==> config.mk <==
export PLATFORM = sky130hd
export DESIGN_NAME = ioctl_sdram_loader_flat
export DESIGN_NICKNAME = d
export VERILOG_FILES = /design/src/rtl/ioctl_sdram_loader_pkg.sv /design/src/rtl/ioctl_sdram_loader_if.sv /design/src/rtl/ioctl_sdram_loader_word_fifo.sv /design/src/rtl/ioctl_sdram_loader.sv /design/src/flat_wrapper.sv
export SDC_FILE = /design/constraint.sdc
export NUM_CORES = 1
export LEC_CHECK = 0
export BUFFER_PORTS_ARGS = -buffer_cell sky130_fd_sc_hd__buf_2
export CELL_PAD_IN_SITES_DETAIL_PLACEMENT = 1
export CELL_PAD_IN_SITES_GLOBAL_PLACEMENT = 1
export CORE_ASPECT_RATIO = 2
export CORE_MARGIN = 5
export CORE_UTILIZATION = 25
export DETAILED_ROUTE_END_ITERATION = 8
export PLACE_DENSITY_LB_ADDON = 0.1
export SYNTH_ARGS = -nofsm -noshare
export SYNTH_HDL_FRONTEND = slang
export SYNTH_SLANG_ARGS = --single-unit
==> constraint.sdc <==
create_clock -name clk_sys -period 7.48 [get_ports clk_sys]
set_input_delay 0.748 -clock clk_sys [delete_from_list [all_inputs] [get_ports clk_sys]]
set_output_delay 0.748 -clock clk_sys [all_outputs]
set_load 0.05 [all_outputs]
==> src/rtl/ioctl_sdram_loader_pkg.sv <==
// Shared encodings for the ioctl -> SDRAM loader.
// Latency: none (types and constants only).
// Backpressure: n/a.
package ioctl_sdram_loader_pkg;

  // Control FSM: tracks the download session
  typedef enum logic [1:0] {
    IDLE  = 2'd0,
    LOAD  = 2'd1,
    FLUSH = 2'd2,
    SKIP  = 2'd3
  } ctl_state_t;

  // Memory FSM: one outstanding toggle req/ack write at a time
  typedef enum logic {
    MIDLE = 1'b0,
    MWAIT = 1'b1
  } mem_state_t;

  // Byte enables {hi,lo}
  localparam logic [1:0] DS_LO   = 2'b01;
  localparam logic [1:0] DS_HI   = 2'b10;
  localparam logic [1:0] DS_BOTH = 2'b11;

endpackage

==> src/rtl/ioctl_sdram_loader_if.sv <==
// ioctl byte stream plus SDRAM toggle req/ack write port.
// Latency: none (wiring only).
// Backpressure: clkref_n paces the byte stream; mem_ack paces the writes.
interface ioctl_sdram_loader_if #(
  parameter int ADDR_W = 24
) ();
  logic              ioctl_download;
  logic [7:0]        ioctl_index;
  logic              ioctl_wr;
  logic [24:0]       ioctl_addr;
  logic [7:0]        ioctl_dout;
  logic              clkref_n;
  logic              mem_req;
  logic              mem_ack;
  logic [ADDR_W-1:0] mem_addr;
  logic [15:0]       mem_din;
  logic [1:0]        mem_ds;

  // The loader: consumes bytes, drives the memory write port
  modport master (
    input  ioctl_download, ioctl_index, ioctl_wr, ioctl_addr, ioctl_dout, mem_ack,
    output clkref_n, mem_req, mem_addr, mem_din, mem_ds
  );

  // The environment: download path and SDRAM controller
  modport slave (
    output ioctl_download, ioctl_index, ioctl_wr, ioctl_addr, ioctl_dout, mem_ack,
    input  clkref_n, mem_req, mem_addr, mem_din, mem_ds
  );
endinterface

==> src/rtl/ioctl_sdram_loader_word_fifo.sv <==
// Synchronous word FIFO holding {word addr, data, byte enables}.
// Latency: pushed word visible at the head the cycle after push.
// Backpressure: push while full is dropped; producer must respect count.
module ioctl_word_fifo #(
  parameter int DEPTH = 8,
  parameter int WIDTH = 42
) (
  input  logic                     clk,
  input  logic                     rst_n,
  input  logic                     push,
  input  logic [WIDTH-1:0]         push_dat,
  input  logic                     pop,
  output logic [WIDTH-1:0]         pop_dat,
  output logic [$clog2(DEPTH):0]   count,
  output logic                     empty,
  output logic                     full
);
  localparam int PW = $clog2(DEPTH);

  logic [WIDTH-1:0] mem [DEPTH];
  logic [PW-1:0]    wr_ptr;
  logic [PW-1:0]    rd_ptr;
  logic             do_push;
  logic             do_pop;

  assign empty   = (count == '0);
  assign full    = (count == (PW+1)'(DEPTH));
  assign do_push = push && !full;
  assign do_pop  = pop && !empty;
  assign pop_dat = mem[rd_ptr];

  // Storage array; contents need no reset since the pointers define validity
  always_ff @(posedge clk) begin
    if (do_push) mem[wr_ptr] <= push_dat;
  end

  // Pointer and occupancy bookkeeping; simultaneous push/pop leaves count alone
  always_ff @(posedge clk or negedge rst_n) begin
    if (!rst_n) begin
      wr_ptr <= '0;
      rd_ptr <= '0;
      count  <= '0;
    end else begin
      if (do_push) wr_ptr <= wr_ptr + PW'(1);
      if (do_pop)  rd_ptr <= rd_ptr + PW'(1);
      case ({do_push, do_pop})
        2'b10:   count <= count + (PW+1)'(1);
        2'b01:   count <= count - (PW+1)'(1);
        default: count <= count;
      endcase
    end
  end
endmodule

==> src/rtl/ioctl_sdram_loader.sv <==
// Packs ioctl bytes into 16-bit LE words and writes them to SDRAM via toggle req/ack.
// Latency: FIFO push to mem_req toggle is 1 cycle.
// Backpressure: clkref_n strobes only while the FIFO has room for a worst-case byte (2 words).
module ioctl_sdram_loader
  import ioctl_sdram_loader_pkg::*;
#(
  parameter int                ADDR_W     = 24,
  parameter logic [ADDR_W-1:0] BASE_WADDR = '0,
  parameter int                FIFO_DEPTH = 8,
  parameter logic [5:0]        INDEX_SEL  = 6'd0
) (
  input  logic                clk_sys,
  input  logic                reset_n,
  ioctl_sdram_loader_if.master bus,
  output logic                busy,
  output logic                load_done,
  output logic [ADDR_W-1:0]   word_count
);
  localparam int FW    = ADDR_W + 18;
  localparam int CNT_W = $clog2(FIFO_DEPTH) + 1;
  localparam logic [CNT_W-1:0] CLK_LIM = CNT_W'(FIFO_DEPTH - 3);

  ctl_state_t        state, state_nxt;
  mem_state_t        mstate, mstate_nxt;
  logic              hold_vld, odd_pend;
  logic [7:0]        hold_byte, odd_byte;
  logic [ADDR_W-1:0] hold_waddr, odd_waddr, in_waddr;
  logic              in_odd, byte_wr, odd_match, index_hit, flush_done;
  logic              push, pop, fifo_empty, fifo_full, clkref_nxt;
  logic [FW-1:0]     push_dat, fifo_head;
  logic [CNT_W-1:0]  fifo_cnt;
  logic              unused_index_hi;

  assign unused_index_hi = &{1'b0, bus.ioctl_index[7:6]};
  assign in_waddr  = BASE_WADDR + ADDR_W'(bus.ioctl_addr[24:1]);
  assign in_odd    = bus.ioctl_addr[0];
  assign byte_wr   = bus.ioctl_wr && (state == LOAD);
  assign odd_match = hold_vld && (hold_waddr == in_waddr);
  assign index_hit = (bus.ioctl_index[5:0] == INDEX_SEL);
  assign busy      = (state == LOAD) || (state == FLUSH);
  assign flush_done = (state == FLUSH) && !hold_vld && !odd_pend && fifo_empty && (mstate == MIDLE);

  // Control next state; IDLE starts on download level so a start seen during FLUSH is taken once drained
  always_comb begin
    state_nxt = state;
    case (state)
      IDLE:    if (bus.ioctl_download) state_nxt = index_hit ? LOAD : SKIP;
      LOAD:    if (!bus.ioctl_download) state_nxt = FLUSH;
      FLUSH:   if (flush_done) state_nxt = IDLE;
      SKIP:    if (!bus.ioctl_download) state_nxt = IDLE;
      default: state_nxt = IDLE;
    endcase
  end

  // Control state register
  always_ff @(posedge clk_sys or negedge reset_n) begin
    if (!reset_n) state <= IDLE;
    else          state <= state_nxt;
  end

  // Packer push selection: deferred odd byte wins, then pairing/eviction, then flush of the hold byte
  always_comb begin
    push     = 1'b0;
    push_dat = '0;
    if (odd_pend) begin
      push     = 1'b1;
      push_dat = {odd_waddr, odd_byte, 8'h00, DS_HI};
    end else if (byte_wr) begin
      if (in_odd && odd_match) begin
        push     = 1'b1;
        push_dat = {in_waddr, bus.ioctl_dout, hold_byte, DS_BOTH};
      end else if (hold_vld) begin
        push     = 1'b1;
        push_dat = {hold_waddr, 8'h00, hold_byte, DS_LO};
      end
    end else if ((state == FLUSH) && hold_vld) begin
      push     = 1'b1;
      push_dat = {hold_waddr, 8'h00, hold_byte, DS_LO};
    end
  end

  // Hold register and deferred odd byte
  always_ff @(posedge clk_sys or negedge reset_n) begin
    if (!reset_n) begin
      hold_vld   <= 1'b0;
      hold_byte  <= '0;
      hold_waddr <= '0;
      odd_pend   <= 1'b0;
      odd_byte   <= '0;
      odd_waddr  <= '0;
    end else begin
      odd_pend <= 1'b0;
      if (byte_wr && !odd_pend) begin
        if (in_odd) begin
          hold_vld <= 1'b0;
          if (!odd_match) begin
            odd_pend  <= 1'b1;
            odd_byte  <= bus.ioctl_dout;
            odd_waddr <= in_waddr;
          end
        end else begin
          hold_vld   <= 1'b1;
          hold_byte  <= bus.ioctl_dout;
          hold_waddr <= in_waddr;
        end
      end else if ((state == FLUSH) && !odd_pend) begin
        hold_vld <= 1'b0;
      end
    end
  end

  ioctl_word_fifo #(.DEPTH(FIFO_DEPTH), .WIDTH(FW)) u_fifo (
    .clk      (clk_sys),
    .rst_n    (reset_n),
    .push     (push),
    .push_dat (push_dat),
    .pop      (pop),
    .pop_dat  (fifo_head),
    .count    (fifo_cnt),
    .empty    (fifo_empty),
    .full     (fifo_full)
  );

  // Strobe only when no byte or deferred push is in flight, so count already reflects the last byte
  always_comb begin
    clkref_nxt = 1'b1;
    if (bus.clkref_n && !bus.ioctl_wr && !odd_pend && bus.ioctl_download) begin
      if (state == SKIP)
        clkref_nxt = 1'b0;
      else if ((state == LOAD) && (fifo_cnt <= CLK_LIM) && !fifo_full)
        clkref_nxt = 1'b0;
    end
  end

  // Memory next state; ack only matters while a request is outstanding
  always_comb begin
    mstate_nxt = mstate;
    pop        = 1'b0;
    case (mstate)
      MIDLE:   if (!fifo_empty) mstate_nxt = MWAIT;
      MWAIT:   if (bus.mem_ack == bus.mem_req) begin
                 pop        = 1'b1;
                 mstate_nxt = MIDLE;
               end
      default: mstate_nxt = MIDLE;
    endcase
  end

  // Memory state, write port registers, flow-control strobe and status
  always_ff @(posedge clk_sys or negedge reset_n) begin
    if (!reset_n) begin
      mstate       <= MIDLE;
      bus.mem_req  <= 1'b0;
      bus.mem_addr <= '0;
      bus.mem_din  <= '0;
      bus.mem_ds   <= '0;
      bus.clkref_n <= 1'b1;
      word_count   <= '0;
      load_done    <= 1'b0;
    end else begin
      mstate       <= mstate_nxt;
      bus.clkref_n <= clkref_nxt;
      load_done    <= flush_done;
      if ((mstate == MIDLE) && !fifo_empty) begin
        {bus.mem_addr, bus.mem_din, bus.mem_ds} <= fifo_head;
        bus.mem_req <= ~bus.mem_req;
      end
      if ((state == IDLE) && (state_nxt == LOAD)) word_count <= '0;
      else if (pop)                               word_count <= word_count + ADDR_W'(1);
    end
  end
endmodule

==> src/flat_wrapper.sv <==
// flat-port wrapper written by rule: the top's interface ports become plain ports
module ioctl_sdram_loader_flat import ioctl_sdram_loader_pkg::*;
#(
  parameter int                ADDR_W     = 24,
  parameter logic [ADDR_W-1:0] BASE_WADDR = '0,
  parameter int                FIFO_DEPTH = 8,
  parameter logic [5:0]        INDEX_SEL  = 6'd0
)
  (clk_sys, reset_n, busy, load_done, word_count, bus_ioctl_download, bus_ioctl_index, bus_ioctl_wr, bus_ioctl_addr, bus_ioctl_dout, bus_mem_ack, bus_clkref_n, bus_mem_req, bus_mem_addr, bus_mem_din, bus_mem_ds);
  ioctl_sdram_loader_if #(.ADDR_W(ADDR_W)) bus_i ();
  input  logic clk_sys;
  input  logic reset_n;
  output logic busy;
  output logic load_done;
  output logic [ADDR_W-1:0] word_count;
  input wire logic [$bits(bus_i.ioctl_download)-1:0] bus_ioctl_download;
  input wire logic [$bits(bus_i.ioctl_index)-1:0] bus_ioctl_index;
  input wire logic [$bits(bus_i.ioctl_wr)-1:0] bus_ioctl_wr;
  input wire logic [$bits(bus_i.ioctl_addr)-1:0] bus_ioctl_addr;
  input wire logic [$bits(bus_i.ioctl_dout)-1:0] bus_ioctl_dout;
  input wire logic [$bits(bus_i.mem_ack)-1:0] bus_mem_ack;
  output wire logic [$bits(bus_i.clkref_n)-1:0] bus_clkref_n;
  output wire logic [$bits(bus_i.mem_req)-1:0] bus_mem_req;
  output wire logic [$bits(bus_i.mem_addr)-1:0] bus_mem_addr;
  output wire logic [$bits(bus_i.mem_din)-1:0] bus_mem_din;
  output wire logic [$bits(bus_i.mem_ds)-1:0] bus_mem_ds;
  assign bus_i.ioctl_download = bus_ioctl_download;
  assign bus_i.ioctl_index = bus_ioctl_index;
  assign bus_i.ioctl_wr = bus_ioctl_wr;
  assign bus_i.ioctl_addr = bus_ioctl_addr;
  assign bus_i.ioctl_dout = bus_ioctl_dout;
  assign bus_i.mem_ack = bus_mem_ack;
  assign bus_clkref_n = bus_i.clkref_n;
  assign bus_mem_req = bus_i.mem_req;
  assign bus_mem_addr = bus_i.mem_addr;
  assign bus_mem_din = bus_i.mem_din;
  assign bus_mem_ds = bus_i.mem_ds;
  ioctl_sdram_loader #(.ADDR_W(ADDR_W), .BASE_WADDR(BASE_WADDR), .FIFO_DEPTH(FIFO_DEPTH), .INDEX_SEL(INDEX_SEL)) u_core (.clk_sys(clk_sys), .reset_n(reset_n), .bus(bus_i), .busy(busy), .load_done(load_done), .word_count(word_count));
endmodule
==> results of run 1 <==
-- layout make-up --
| class | count | area (sq um) |
|---|---|---|
| clock buffer | 64 | 1350 |
| antenna | 2 | 5.00 |
| timing repair buffer | 140 | 774 |
| sequential | 484 | 13800 |
| multi-input combinational | 760 | 6270 |
| clock inverter | 27 | 300 |
| fill | 8614 | 57200 |
| tap | 1050 | 1310 |
| inverter | 13 | 48.8 |
-- logic make-up after synthesis --
family	synth area share, %
flip-flops	67.6
AND/OR/NAND/NOR	7.99
AO/OA/AOI/OAI	6.05
multiplexers	13.2
buffers and inverters	2.10
XOR/XNOR	2.36
adder cells (fa/ha/maj)	0.675
-- critical path: cells and delay by family (launching register included) --
kind            cells  cell delay [ns]
simple gates        3             1.16
fa+ha+maj           1             0.34
buf+inv             2             0.68
flops               1             0.44
compound gates      2             0.67
-- final timing paths --
path	start	to	slack, ns	cells past startpoint
min reg2reg	u_core.bus.clkref_n	u_core.bus.clkref_n	0.49	1
min in group clk_sys	bus_ioctl_download	u_core.bus.clkref_n	0.41	2
max reg2reg	u_core.state[1]	u_core.u_fifo.mem[7][2]	3.77	8
min	reset_n	u_core.word_count[11]	0.09	1
max	u_core.state[1]	u_core.u_fifo.mem[7][2]	3.77	8
max in group asynchronous	reset_n	u_core.odd_waddr[20]	6.10	2
-- registers in the layout, indices dropped and copies added (netlist names), 2 cells and up --
signal,flops
u_core.u_fifo.count,4
u_core.word_count,24
u_core.hold_waddr,24
u_core.bus.mem_addr,24
u_core.u_fifo.rd_ptr,3
u_core.bus.mem_din,16
u_core.odd_byte,8
u_core.bus.mem_ds,2
u_core.hold_byte,8
u_core.u_fifo.mem,336
u_core.state,2
u_core.odd_waddr,24
u_core.u_fifo.wr_ptr,3
-- synth_stat cells (all sizes together) (13+ instances only) --
cell / n / area share (%)
nand2: 122 / 2.2
a22o: 24 / 1.0
nor3: 15 / 0.37
mux4: 84 / 9.3
dfrtp: 147 / 18
a31oi: 32 / 0.98
o21bai: 31 / 1.1
inv: 13 / 0.24
mux2i: 42 / 2.1
clkbuf: 74 / 1.4
edfxtp: 336 / 49
nor2: 79 / 1.5
xnor2: 27 / 1.2
or4: 34 / 1.3
buf: 18 / 0.50
xor2: 28 / 1.2
nand3: 42 / 1.0
a21oi: 47 / 1.2
o21ai: 43 / 1.1
mux2: 34 / 1.9
-- power by group through the flow --
stage,combinational [mW],clock (mW),sequential (mW)
global route,3.19,2.80,3.86
floorplan,1.80,0,4.07
global placement,2.96,0,3.84
CTS,3.01,2.70,3.80
finish,2.88,2.59,3.78
detailed placement,3.00,0,3.86
-- per-stage QoR --
stage | power [mW] | std cells | setup WS, ns | hold WS [ns]
after CTS | 9.51 | 2538 | 3.62 | 0.0767
after detailed placement | 6.86 | 2447 | 3.25 | 0.477
after global routing | 9.85 | 2538 | 3.43 | 0.105
after global placement | 6.80 | 2447 | 3.33 | 0.479
final | 9.25 | 2540 | 3.77 | 0.0943
after floorplan | 5.87 | 1349 | 2.19 | 0.452
-- routing by layer --
metal  part of all wire (%)  track usage, %  vias to the layer above  routed length (um)
met1                     41            16.3                     6200               24100
met5                      0               0                        -                   0
met4                    2.4            3.76                        0                1410
met2                     53            25.0                      203               31400
met3                    3.5            2.02                       66                2060
li1                       -               -                     5339                   -
==> summary.md, run 1 <==
| Metric | Value |
|---|---|
| Global Route Usage Sum | `13.5%` |
| Maximum Capacitance Violations | `0` |
| Initial antenna violation count | `2` |
| Synth cell types | `50` |
| Clk buf depth | `3` |
| CP max FO | `23` |
| Sequential share of power | `40.9%` |
| Power Dens Cells | `387 nW/um^2` |
| CTS tree | `built` |
| H-tree Lvls | `2` |
| Maximum vdd drop | `0.000153 V` |
| Post-synthesis cell area | `20400 sq um` |
| Synthesized Nets | `1406` |
| EDFF count, synth | `336` |
| Worst-Margin Slew | `1.17 ns` |
| Grt ovf | `0` |
| RSZ-0062 raised after global routing | `false` |
| Largest net degree at the start of global routing | `74` |
| First-pass GRT wire length | `88900 um` |
| Post-synthesis area per instance | `15.1 sq um` |
| Layout Skew | `0.0258 ns` |
| Post-synthesis cell count | `1349` |
| Layout area overhead | `17.0%` |
| CP cell instances | `inv_1 > ha_1 > a21oi_1 > nor2b_1 > a2bb2oi_1 > nand2_1 > nor2_4 > buf_4` |
| Internal | `5.96 mW` |
| Commonest cells after routing, fill and taps aside | `336 x edfxtp_1, 144 x dfrtp_1, 120 x nand2_1` |
| Drt drc | `0` |
| Delay of the slowest cell on the worst path | `0.72 ns` |
| Switching Power | `3.29 mW` |
| Comb power frac | `31.1%` |
| Worst setup path category | `register to register` |
| Main synth FF type | `edfxtp_1` |
| Post_cts resized | `0` |
| Status | `complete, no violations` |
| Clock transition at path regs | `0.07 ns` |
| Starting Density | `25.2%` |
| Port-buffer cells | `113` |
| Core Area | `81100 sq um` |
| DR vias/cell | `4.65` |
| Post-CTS Setup Bufs | `0` |
| Fin util | `29.4%` |
| Setup_tns | `0 ns` |
| # IOs | `116` |
| Detail Route Antenna Nets | `0` |
| Final nets | `1505` |
| Final period utilization | `49.6%` |
| Number of global-route vias before repair | `13255` |
| Full die area | `87800 sq um` |
| Peak Freq | `269 MHz` |
| Ys Warns | `0` |
| Fin. max-slew vios | `0` |
| Min Tclk post-route | `3.71 ns` |
| # setup viols final | `0` |
| TritonRoute pass-1 iters | `5` |
| Required @ worst endpoint | `7.70 ns` |
| Net Sw Frac | `35.6%` |
| Most common cell after layout, fill and taps aside | `edfxtp_1` |
| Post-synthesis register bit count | `484` |
| CTS buffer count | `49` |
| Hpwl dp | `35500 um` |
| Layout cell share with drive strength beyond 1 | `24.5%` |
| Hold Crit Class | `input port to async pin` |
| Via count | `11808` |
| Cell area after layout | `23900 sq um` |
| Register area share after synthesis | `67.6%` |
| Routed wire length | `59000 um` |
| FP Rows | `148` |
| DR iter-0 viols | `598` |
| Area after DPL | `22200 sq um` |
| Critical Path Sink Type | `register` |
| CP Launch Type | `register` |
| Clock Tree Root | `clkbuf_16` |
| Lkg Pwr | `8.44 nW` |
| Worst rel slew slack | `21.1%` |
| Sink Count | `484` |
| Drt wl/cell | `23.2 um` |
| Clk pwr share | `28.0%` |
| Max stage delay cell, worst path | `nor2_4` |
| Fraction of registers with async set/reset | `30.6%` |
| Clk_lat worst skew | `0.59 ns` |
| Die extent in x | `212 um` |
| GP Congestion | `0.681` |
| # hold bufs at CTS | `0` |
| Final Hold Fails | `0` |
| Die Height | `414 um` |
| WP data arrival | `3.93 ns` |
Note: power is estimated with default switching activity, not from simulation.
==> run 2: changes to the inputs <==
Settings changed: ABC_AREA set to 1.
Clock period 7.48 ns to 3.13 ns, I/O delays scaled along.
==> summary.md, run 2 <==
| Metric | Value |
|---|---|
| Most flop-heavy register | `u_core.u_fifo.mem` |
| Post-layout instance count excluding filler cells | `3063 (+21%)` |
| Layout area overhead | `20.8%` |
| Worst rel slew slack | `36.0% (+15 points)` |
| # IOs | `116 (unchanged)` |
| Cell with the most instances after synthesis | `nand2_1` |
| EDFF count, synth | `336 (unchanged)` |
| Smallest hold slack | `0.0978 ns (+0.00351 ns)` |
| First-pass GRT wire length | `102000 um (+14%)` |
| Largest net degree at the start of global routing | `171 (+130%)` |
| Switching Power | `9.55 mW (+190%)` |
| Post-synthesis area per instance | `11.1 sq um (-26%)` |
| Routed wire length | `68000 um (+15%)` |
| Die Height | `411 um (-0.68%)` |
| Drt wl/cell | `22.2 um (-4.5%)` |
| Most common cell after layout, fill and taps aside | `nand2_1` |
| GP Congestion | `0.742 (+8.9%)` |
| Status | `complete, no violations` |
| Commonest cells after routing, fill and taps aside | `354 x nand2_1, 336 x edfxtp_1, 258 x nor2_1` |
| Comb power frac | `36.1% (+5.0 points)` |
| Fin util | `30.4% (+0.93 points)` |
| Required @ worst endpoint | `3.66 ns (-4.04 ns)` |
| Sequential share of power | `38.9% (-2.0 points)` |
| Core Area | `80000 sq um (-1.4%)` |
| Dpl cells | `2935 (+20%)` |
| Clk buf depth | `3 (unchanged)` |
| Layout Skew | `0.0184 ns (-0.00743 ns)` |
| RSZ-0062 raised after global routing | `false` |
| Number of global-route vias before repair | `15541 (+17%)` |
| Met3 wire length | `2180 um (+5.9%)` |
| Post-synthesis register bit count | `484 (unchanged)` |
| Fillers | `8875 (+3.0%)` |
| WP data arrival | `3.25 ns (-0.68 ns)` |
| DR vias/cell | `4.64 (-0.27%)` |
| FF/Latch Area | `13800 sq um (about the same)` |
| Starting Density | `25.1% (about the same)` |
| Via count | `14201 (+20%)` |
| Post-CTS Setup Bufs | `0 (unchanged)` |
| Clk_lat worst skew | `0.62 ns (+0.03 ns)` |
| Fraction of registers with async set/reset | `30.6% (unchanged)` |
| CP Launch Type | `register` |
| Hold Crit Class | `input port to register` |
| Final Hold Fails | `0 (unchanged)` |
| Detail Route Antenna Nets | `0 (unchanged)` |
| Top cells by count, synth | `355 x nand2_1, 336 x edfxtp_1, 266 x nor2_1, 233 x o21ai_0, 147 x dfrtp_1` |
| Critical Path Sink Type | `register` |
| Synth top area share | `50.2% (+0.70 points)` |
| Final nets | `2035 (+35%)` |
| CP endpoint | `u_core.u_fifo.count[2]` |
| Fin. max-slew vios | `0 (unchanged)` |
| Register-to-register setup slack | `0.41 ns (-3.36 ns)` |
| Layout cell share with drive strength beyond 1 | `15.0% (-9.5 points)` |
| Post-synthesis cell area | `20100 sq um (-1.4%)` |
| Sink Count | `484 (unchanged)` |
| Maximum vdd drop | `0.000550 V (+260%)` |
| Footprint of the multi-input gates | `5570 sq um (-11%)` |
| Synth top area cells | `edfxtp_1 50%, dfrtp_1 18%, nand2_1 6.6%` |
| DR iter-0 viols | `492 (-18%)` |
| WL met2 | `37400 um (+19%)` |
| Synth cell types | `41 (-18%)` |
| Worst setup path category | `register to register` |
| Peak Freq | `367 MHz (+36%)` |
| Synth area leader | `edfxtp_1` |
| FF-to-FF End | `u_core.u_fifo.count[2]` |
| H-tree Lvls | `2 (unchanged)` |
| Lkg Pwr | `9.40 nW (+11%)` |
| Net Sw Frac | `41.3% (+5.7 points)` |
| Hpwl dp | `43100 um (+22%)` |
| FP Rows | `147 (-0.68%)` |
| Full die area | `86600 sq um (-1.3%)` |
| CP max FO | `6 (-74%)` |
| TritonRoute pass-1 iters | `5 (unchanged)` |
| Initial antenna violation count | `3 (+1)` |
| Clk pwr share | `25.0% (-3.0 points)` |
| CP startpoint | `u_core.state[1]` |
| Clock Tree Root | `clkbuf_16` |
| Power Dens Cells | `952 nW/um^2 (+150%)` |
| Die extent in x | `211 um (-0.67%)` |
| Synthesized Nets | `1861 (+32%)` |
| R2r startpoint | `u_core.state[1]` |
| R2r worst-path depth | `14 (+6)` |
| Maximum Capacitance Violations | `0 (unchanged)` |
| Post-synthesis cell count | `1804 (+34%)` |
| Global Route Usage Sum | `15.6% (+2.0 points)` |
| Internal | `13.6 mW (+130%)` |
| CTS tree | `built` |
| Drt drc | `0 (unchanged)` |
| Grt ovf | `0 (unchanged)` |
| Ys Warns | `0 (unchanged)` |
| Register area share after synthesis | `68.6% (+0.96 points)` |
| Clock transition at path regs | `0.06 ns (about the same)` |
| Largest register FFs | `336 (unchanged)` |
| Met1 WL | `26700 um (+11%)` |
| Min Tclk post-route | `2.72 ns (-0.990 ns)` |
| Main synth FF type | `edfxtp_1` |
| Max layer used | `met5` |
| Port-buffer cells | `113 (unchanged)` |
| Worst-Margin Slew | `0.957 ns (-0.214 ns)` |
| CTS buffer count | `49 (unchanged)` |
| # setup viols final | `0 (unchanged)` |
| Final period utilization | `87.0% (+37 points)` |
-- run 2: per-layer routing --
layer,global-route usage (%),vias up
met5,0,-
li1,-,6638
met3,2.32,74
met4,4.27,2
met2,30.1,221
met1,17.6,7266
-- run 2: worst min-delay path by stage --
stage	from	end	slack, ns	cells after the start
floorplan	reset_n	u_core.bus.mem_addr[0]	0.02	0
global placement	reset_n	u_core.odd_waddr[17]	0.40	1
detailed placement	reset_n	u_core.odd_waddr[17]	0.39	1
CTS	bus_ioctl_index[3]	u_core.state[1]	0.04	5
global route	bus_ioctl_index[0]	u_core.state[1]	0.09	5
finish	bus_ioctl_index[3]	u_core.state[1]	0.1	5
-- run 2: cells by family (layout without fill, tap and decap cells) --
group | Yosys count | after routing | share of synthesized area, %
mux | 5 | 5 | 0.280
flops | 484 | 484 | 68.6
xor+xnor | 25 | 25 | 1.09
compound gates | 381 | 381 | 11.2
other cells | 0 | 2 | 0
buf+inv | 193 | 407 | 4.06
simple gates | 705 | 705 | 14.2
fa+ha+maj | 11 | 11 | 0.684
-- run 2: repair_timing --
action | CTS | global route
resized for setup | 0 | 0
hold endpoints to repair | 120 | 0
hold buffers | 35 | 0
-- run 2: power by group through the flow --
| stage | clock network, mW | logic, mW | registers [mW] |
|---|---|---|---|
| final | 5.78 | 8.35 | 9.00 |
| after global routing | 6.27 | 9.29 | 9.15 |
| after CTS | 6.05 | 8.66 | 9.04 |
| after detailed placement | 0 | 8.60 | 9.17 |
| after global placement | 0 | 8.48 | 9.12 |
| after floorplan | 0 | 4.36 | 10.0 |
-- run 2: worst max-delay path, cell delays in order, from the launching register on --
cell and delay [ns]:
dfrtp_1 0.37, inv_1 0.11, ha_1 0.24, nand2_1 0.10, clkinv_1 0.08, o21ai_0 0.31
nand2_1 0.09, nand2_1 0.19, ha_1 0.31, nor2_1 0.08, nor2_1 0.15, ha_1 0.16
a21oi_1 0.04, or2_2 0.30, a31oi_1 0.12
-- run 2: per-stage QoR --
stage | area, sq um | power, mW | setup TNS [ns] | setup slack (ns)
after detailed placement | 22400 | 17.8 | 0 | 0.334
after global routing | 24300 | 24.7 | 0 | 0.131
final | 24300 | 23.1 | 0 | 0.407
after global placement | 22400 | 17.6 | 0 | 0.349
after CTS | 24300 | 23.8 | 0 | 0.318
after floorplan | 20100 | 14.4 | -93.63 | -0.557
-- run 2: area by class of cell --
type | instances | area share, %
Tap cell | 1043 | 5.37
Clock buffer | 67 | 5.53
Multi-Input combinational cell | 1127 | 22.9
Sequential cell | 484 | 56.8
Inverter | 90 | 1.40
Timing Repair Buffer | 226 | 7.13
Clock inverter | 24 | 0.804
Antenna cell | 2 | 0.0206
